==> src/rtl/mbtrain_eye_width_sweep.sv <==
// Eye-width sweep engine: steps the PI code 0..MAX_STEP, runs one point test per step and
// reports per-lane pass when the widest run of consecutive passing steps reaches MIN_WIDTH.
//
// state    | meaning
// IDLE     | waiting for i_en
// SETTLE   | PI code held while the receiver settles
// PT_START | one-cycle point-test request
// PT_WAIT  | waiting for i_pt_done or timeout
// EVAL     | update per-lane run/best, advance step
// DONE     | verdict valid, ack held until i_en falls
module mbtrain_eye_width_sweep #(
  parameter int NUM_LANES   = 16,
  parameter int PI_W        = 4,
  parameter int MAX_STEP    = 15,
  parameter int SETTLE_CYC  = 4,
  parameter int MIN_WIDTH   = 3,
  parameter int TIMEOUT_CYC = 1024
) (
  input  logic                 clk,
  input  logic                 rst_n,
  input  logic                 i_en,
  input  logic                 i_pt_done,
  input  logic [NUM_LANES-1:0] i_pt_lanes_result,
  output logic [PI_W-1:0]      o_pi_step,
  output logic                 o_pt_start,
  output logic [NUM_LANES-1:0] o_tx_lanes_result,
  output logic                 o_test_ack,
  output logic                 o_busy,
  output logic                 o_timeout
);

  localparam int CW   = $clog2(MAX_STEP + 2);
  localparam int TMAX = (TIMEOUT_CYC > SETTLE_CYC) ? TIMEOUT_CYC : SETTLE_CYC;
  localparam int TW   = (TMAX > 1) ? $clog2(TMAX) : 1;
  localparam logic [TW-1:0]   SETTLE_LD  = TW'(SETTLE_CYC - 1);
  localparam logic [TW-1:0]   TIMEOUT_LD = TW'(TIMEOUT_CYC - 1);
  localparam logic [PI_W-1:0] LAST_STEP  = PI_W'(MAX_STEP);
  localparam logic [CW-1:0]   MIN_W      = CW'(MIN_WIDTH);

  typedef enum logic [2:0] {
    IDLE     = 3'd0,
    SETTLE   = 3'd1,
    PT_START = 3'd2,
    PT_WAIT  = 3'd3,
    EVAL     = 3'd4,
    DONE     = 3'd5
  } state_e;

  state_e                           state_q;
  logic [TW-1:0]                    timer_q;
  logic [PI_W-1:0]                  pi_q;
  logic                             start_q;
  logic [NUM_LANES-1:0]             result_q;
  logic                             ack_q;
  logic                             busy_q;
  logic                             timeout_q;
  logic [NUM_LANES-1:0]             lanes_q;
  logic [NUM_LANES-1:0][CW-1:0]     run_q;
  logic [NUM_LANES-1:0][CW-1:0]     best_q;
  logic [NUM_LANES-1:0][CW-1:0]     run_d;
  logic [NUM_LANES-1:0][CW-1:0]     best_d;
  logic [NUM_LANES-1:0]             pass_d;

  // Per-lane window tracking from the latched point-test result; consumed only in EVAL.
  always_comb begin
    run_d  = run_q;
    best_d = best_q;
    pass_d = '0;
    for (int i = 0; i < NUM_LANES; i++) begin
      if (lanes_q[i]) begin
        run_d[i] = run_q[i] + CW'(1);
        if (run_d[i] > best_q[i]) best_d[i] = run_d[i];
      end else begin
        run_d[i] = '0;
      end
      pass_d[i] = (best_d[i] >= MIN_W);
    end
  end

  always_ff @(posedge clk or negedge rst_n) begin
    if (!rst_n) begin
      state_q   <= IDLE;
      timer_q   <= '0;
      pi_q      <= '0;
      start_q   <= 1'b0;
      result_q  <= '0;
      ack_q     <= 1'b0;
      busy_q    <= 1'b0;
      timeout_q <= 1'b0;
      lanes_q   <= '0;
      run_q     <= '0;
      best_q    <= '0;
    end else begin
      start_q <= 1'b0;
      // Dropping i_en covers both abort from a busy state and release from DONE.
      if (!i_en && state_q != IDLE) begin
        state_q <= IDLE;
        pi_q    <= '0;
        ack_q   <= 1'b0;
        busy_q  <= 1'b0;
      end else begin
        unique case (state_q)
          IDLE: begin
            if (i_en) begin
              state_q   <= SETTLE;
              run_q     <= '0;
              best_q    <= '0;
              timeout_q <= 1'b0;
              result_q  <= '0;
              pi_q      <= '0;
              timer_q   <= SETTLE_LD;
              busy_q    <= 1'b1;
            end
          end
          SETTLE: begin
            if (timer_q == '0) begin
              state_q <= PT_START;
              start_q <= 1'b1;
            end else begin
              timer_q <= timer_q - TW'(1);
            end
          end
          PT_START: begin
            state_q <= PT_WAIT;
            timer_q <= TIMEOUT_LD;
          end
          PT_WAIT: begin
            if (i_pt_done) begin
              lanes_q <= i_pt_lanes_result;
              state_q <= EVAL;
            end else if (timer_q == '0) begin
              lanes_q   <= '0;
              timeout_q <= 1'b1;
              state_q   <= EVAL;
            end else begin
              timer_q <= timer_q - TW'(1);
            end
          end
          EVAL: begin
            run_q  <= run_d;
            best_q <= best_d;
            if (pi_q == LAST_STEP) begin
              state_q  <= DONE;
              result_q <= pass_d;
              ack_q    <= 1'b1;
              busy_q   <= 1'b0;
            end else begin
              pi_q    <= pi_q + PI_W'(1);
              timer_q <= SETTLE_LD;
              state_q <= SETTLE;
            end
          end
          DONE: begin
          end
          default: state_q <= IDLE;
        endcase
      end
    end
  end

  assign o_pi_step         = pi_q;
  assign o_pt_start        = start_q;
  assign o_tx_lanes_result = result_q;
  assign o_test_ack        = ack_q;
  assign o_busy            = busy_q;
  assign o_timeout         = timeout_q;

endmodule

==> config.mk <==
export PLATFORM = sky130hd
export DESIGN_NAME = mbtrain_eye_width_sweep
export DESIGN_NICKNAME = d
export VERILOG_FILES = /design/src/rtl/mbtrain_eye_width_sweep.sv
export SDC_FILE = /design/constraint.sdc
export NUM_CORES = 1
export LEC_CHECK = 0
export BUFFER_PORTS_ARGS = -buffer_cell sky130_fd_sc_hd__buf_2
export CORE_AREA = 2 2 199 220
export DETAILED_ROUTE_END_ITERATION = 12
export DIE_AREA = 0 0 201 222
export PLACE_DENSITY = 0.43
export RECOVER_POWER = 50
export SYNTH_ARGS = -nofsm -noshare
export SYNTH_HDL_FRONTEND = slang
export SYNTH_SLANG_ARGS = --single-unit
export TNS_END_PERCENT = 20
==> constraint.sdc <==
create_clock -name clk -period 5.19 [get_ports clk]
set_clock_uncertainty 0.15 [all_clocks]
set_input_delay 1.038 -clock clk [delete_from_list [all_inputs] [get_ports clk]]
set_output_delay 1.038 -clock clk [all_outputs]
set_load 0.01 [all_outputs]
== Word level (Yosys, flattened, before mapping) ==
Cells that the tools add are included.

* Output and inout port bits: 24
* Logic and storage cells: 216
* Bits of input ports: 20
* Register bits after elaboration: 213

* Reductions and logical operators: 21
* Muxes and demuxes: 86
* Equality and inequality tests: 17
* Bitwise logic cells: 1
* Order comparisons: 32
* Add/subtract/negate cells: 18

{| class="wikitable"
|+ Operators by type and width
! kind !! number
|-
| case mux 80 bit (2 select lines) || 2
|-
| 2-to-1 mux 5 bit || 48
|-
| adder 5 x 1 -> 5 bit (second input constant) || 16
|-
| >= comparator 5 x 2 -> 1 bit (second input constant) || 16
|-
| greater-than comparator 5 bit || 16
|-
| 2-to-1 mux 80 bit || 1
|-
| 2-to-1 mux 16 bit || 4
|-
| case mux 10 bit (5 select lines) || 1
|-
| 2-to-1 mux 10 bit || 4
|-
| case mux 16 bit (2 select lines) || 1
|-
| 2-to-1 mux 3 bit || 6
|-
| case mux 3 bit (6 select lines) || 1
|-
| 2-to-1 mux 1 bit || 12
|-
| 2-to-1 mux 4 bit || 3
|-
| != test 2 bit (second input constant) || 6
|-
| != test 3 bit (second input constant) || 4
|-
| AND reduction 3 bit || 4
|-
| logical NOT 10 bit || 1
|-
| AND reduction 5 bit || 2
|-
| nonzero test 2 bit || 5
|-
| subtractor 10 x 1 -> 10 bit (second input constant) || 1
|-
| case mux 4 bit (2 select lines) || 1
|-
| AND reduction 4 bit || 2
|-
| == test 3 x 2 -> 1 bit (second input constant) || 2
|-
| other kinds (13) || 16
|}

== Longest topological paths before layout ==
* Depth in word-level cells: 7
* Mapped depth: 11
* Gate-level depth less buffers: 11

== Worst setup path before layout ==
Ideal clock, no wire load.

* Kind: register to register
* Start point: register run_q[70] (netlist bit)
* End point: register result_q[14] (netlist: o_tx_lanes_result[14])
* Period minus slack after synthesis: 2625 ps
* Stages on the path, launching flop included: 11
* Path slack: 2565 ps
* Required time: 4957 ps
* Data arrival time: 2392 ps
* Path buffers: 0
* Library setup time: 83 ps
* Cells stage by stage: dfrtp_1 -> ha_1 -> and2_1 -> nand2_1 -> xnor2_1 -> ha_1 -> a211oi_1 -> a21oi_1 -> o21ai_0 -> mux2_2 -> o21ai_0

* Cells in the longest elaborated chain, start to end: 7

{| class="wikitable"
|+ RTL lines
! what !! RTL line !! text
|-
| start: declaration || 58 || <nowiki>logic [NUM_LANES-1:0][CW-1:0] run_q;</nowiki>
|-
| start signal: assignment || 140 || <nowiki>run_q <= run_d;</nowiki>
|-
| adder 5 x 1 -> 5 bit (*) || 71 || <nowiki>run_d[i] = run_q[i] + CW'(1);</nowiki>
|-
| greater-than comparator 5 bit || 72 || <nowiki>if (run_d[i] > best_q[i]) best_d[i] = run_d[i];</nowiki>
|-
| 2-to-1 mux 5 bit (*) || 72 ||
|-
| 2-to-1 mux 5 bit (*) || 70 || <nowiki>if (lanes_q[i]) begin</nowiki>
|-
| >= comparator 5 x 2 -> 1 bit (*) || 76 || <nowiki>pass_d[i] = (best_d[i] >= MIN_W);</nowiki>
|-
| 2-to-1 mux 16 bit (*) || 142 || <nowiki>if (pi_q == LAST_STEP) begin</nowiki>
|-
| case mux 16 bit (2 select lines) (*) || 102 || <nowiki>unique case (state_q)</nowiki>
|-
| end signal: assignment || 144 || <nowiki>result_q <= pass_d;</nowiki>
|-
| end: declaration || 53 || <nowiki>logic [NUM_LANES-1:0] result_q;</nowiki>
|}

Mark *: on every way between the ends. The rest lies on a longest branch, timed or not. The select of a mux whose other input is x is not followed.
A chain may end at the register's enable or synchronous reset.

==> impl_metrics.py <==
metrics = {
    "cts": {
        "clockBufferDepth": 3,
        "cts_tree": "done",
        "cts_htree_levels": 1,
        "clkLatencyLatePin_ns": 0.55,
        "numCtsBuffers": 27,
        "cts_hold_buffers": 0,
        "root_buffer": "clkbuf_16",
        "post_cts_buffers": 0,
        "cts_sinks": 213,
        "clk_pin_slew_worst_paths_ns": 0.06,
        "cts_resized": 0,
    },
    "synthesis": {
        "yosysWarningCount": 0,
        "synth_edf_count": 0,
        "synth-main-ff-cell": "dfrtp_1",
        "ys_ff_latch": 213,
        "yosysUniqueCellTypes": 52,
        "syn_inst": 1331,
        "ys_seq_area_frac": 0.425,
        "synth_area_um2": 12600,
        "syn-num-nets": 1449,
        "avgSynthCellArea_um2": 9.43,
        "synthArstFlopShare": 1.00,
    },
    "timing": {
        "setup_viol": 0,
        "slew_headroom": -0.739,
        "tightest_slew_ns": 2.61,
        "finalCritPeriodShare": 0.697,
        "slew_violations": 93,
        "final-hold-violation-count": 0,
        "rsz0062_at_grt": "no",
        "max_freq_mhz": 276,
        "finalSetupTns_ns": 0,
        "final.min_clock_period_ns": 3.62,
        "timing.final.ws_setup_ns": 1.57,
    },
    "worst_setup_path": {
        "cp-start-kind": "input port",
        "crit_path_max_incr_delay_ns": 1.77,
        "cp_max_fo": 93,
        "crit_type": "input port to async pin",
        "worstPathArrival_ns": 3.98,
        "crit_top_cell": "clkbuf_2",
        "crit_path_top_delay_cell": "clkbuf_2",
        "worstSetupEndpointType": "async pin",
        "cp.required_ns": 5.55,
        "path_cells": "clkbuf_2, clkbuf_2",
        "worstReg2RegStart": "state_q[2]$_DFFE_PN0P_",
        "worst_path_dominant_cell_family": "buffers and inverters",
        "rr_endpoint": "o_tx_lanes_result[14]$_DFFE_PN0P_",
        "r2r_setup_slack_ns": 2.08,
        "ff2ff_path_depth": 5,
        "path_buf_inv": 2,
    },
    "place": {
        "dp.final_hpwl_um": 21600,
        "gp_congestion": 0.796,
        "pre_cts_ws_ns": 1.98,
        "placed_area_um2": 13400,
        "port_buffers": 43,
    },
    "hold_path": {
        "min_to": "o_tx_lanes_result[4]$_DFFE_PN0P_",
        "hold_path_depth": 1,
        "min_from": "o_tx_lanes_result[4]$_DFFE_PN0P_",
        "worstHoldPathType": "flip-flop to flip-flop",
    },
    "global_routing": {
        "grt_pass1_wl_um": 55400,
        "grt_usage": 0.152,
        "grt_max_degree": 94,
        "grt_pass1_vias": 10200,
        "grt_overflow": 0,
        "grt_antenna_before_repair": 0,
    },
    "cells_and_area": {
        "fin_area_um2": 14300,
        "diodes": 0,
        "final_net_count": 1480,
        "syn_to_final_growth_pct": 14.1,
        "final_cell_mix": "dfrtp_1 (212), o21ai_0 (120), a22o_1 (117), nand2_1 (106), ha_1 (98)",
        "final_common_cell": "dfrtp_1",
        "drive_gt1_frac": 0.0948,
        "fillCellCount": 4348,
    },
    "floorplanning": {
        "num_rows": 79,
        "die_height_um": 222,
        "fp.coreArea_um2": 42200,
        "die_area_um2": 44600,
        "die_w_um": 201,
        "start_util": 0.297,
        "boundaryPins": 44,
    },
    "run_status": {
        "status": "finished with violations",
        "violations": "max-capacitance violations, max-slew violations",
    },
    "drt": {
        "drt-pass1-iter-count": 5,
        "drt-total-wl_um": 33300,
        "vias": 10000,
        "dr.first_iter.drc_count": 449,
        "drc_errors": 0,
        "ant_nets": 0,
        "routedWlPerCell_um": 17.1,
        "viasPerCell": 5.15,
    },
    "power": {
        "power.leakage_nw": 6.52,
        "vdd_drop_max_mv": 0.217,
        "p_per_area_nw_per_um2": 297,
        "finalPower_mw": 4.26,
    },
    "job": {
        "drv_cap": 1,
    },
}
[synthesized netlist by cell type (13+ instances only)]
library cell	number	area, µm²
nor2_1	70	263
dfrtp_1	213	5330
mux2_2	16	180
nor3_1	14	70.1
o22ai_1	32	200
a211oi_1	28	210
nand2b_1	18	113
nand3_1	87	435
o21ai_0	120	601
a22oi_1	15	113
nand2_1	105	394
clkbuf_1	26	97.6
inv_1	95	357
ha_1	98	1230
a22o_1	117	1020
nand4_1	14	87.6
xor2_1	15	131
buf_2	17	85.1
a21oi_1	71	355
a31oi_1	13	81.3
a21o_1	18	135
xnor2_1	32	280
[how the worst max path moves through the flow]
stage	startpoint	to	slack, ns	cells past startpoint
2_1_floorplan	run_q[70]$_DFFE_PN0P_	o_tx_lanes_result[14]$_DFFE_PN0P_	2.57	10
3_3_place_gp	i_en	o_tx_lanes_result[14]$_DFFE_PN0P_	2.06	6
3_5_place_dp	state_q[2]$_DFFE_PN0P_	o_tx_lanes_result[14]$_DFFE_PN0P_	1.98	5
4_1_cts	state_q[2]$_DFFE_PN0P_	o_tx_lanes_result[14]$_DFFE_PN0P_	1.97	5
5_1_grt	rst_n	best_q[26]$_DFFE_PN0P_	0.93	2
6_report	rst_n	best_q[26]$_DFFE_PN0P_	1.57	2
[sequential cells by signal (all words and copies together), names as in the netlist]
register           flops
run_q                 80
o_timeout              1
timer_q               10
o_test_ack             1
best_q                80
o_pt_start             1
state_q                3
o_busy                 1
o_pi_step              4
lanes_q               16
o_tx_lanes_result     16
[layer usage]
layer  global-route usage  up-vias  share of wire
met5                    0        -              0
met4               0.0389        0          0.018
li1                     -     4981              -
met2                0.251      119           0.46
met1                0.208     4891           0.49
met3               0.0212       41          0.033
[logic make-up after synthesis]
group / Yosys count / synth area share
and+or+nand+nor: 333 / 0.124
AOI/OAI and AO/OA: 467 / 0.251
DFF: 213 / 0.425
adders and majority gates: 98 / 0.0977
muxes: 25 / 0.0215
buffers and inverters: 148 / 0.0482
xor gates and xnor gates: 47 / 0.0328
[metrics by stage]
stage / hold WS, ns / utilization / std cells
3_3_place_gp: 0.348 / 0.317 / 1900
6_report: 0.359 / 0.339 / 1949
5_1_grt: 0.386 / 0.339 / 1949
2_1_floorplan: 0.321 / - / 1331
3_5_place_dp: 0.342 / 0.317 / 1900
4_1_cts: 0.358 / 0.340 / 1949
[power breakdown]
part	leakage (nW)	total (mW)	switching, mW	internal (mW)
logic	3.07	0.443	0.328	0.115
clock network	0.481	2.06	0.764	1.30
registers	2.96	1.75	0.0578	1.70
total	6.52	4.26	1.15	3.11
[final cells by class]
type	instances	area (µm²)	area share
inverter	95	357	0.0249
sequential	213	5330	0.372
multi-input combinational	970	6610	0.462
timing repair buffer	55	340	0.0238
clock inverter	12	191	0.0134
clock buffer	37	783	0.0547
tap	567	709	0.0495
(Power assumes the default switching activity.)
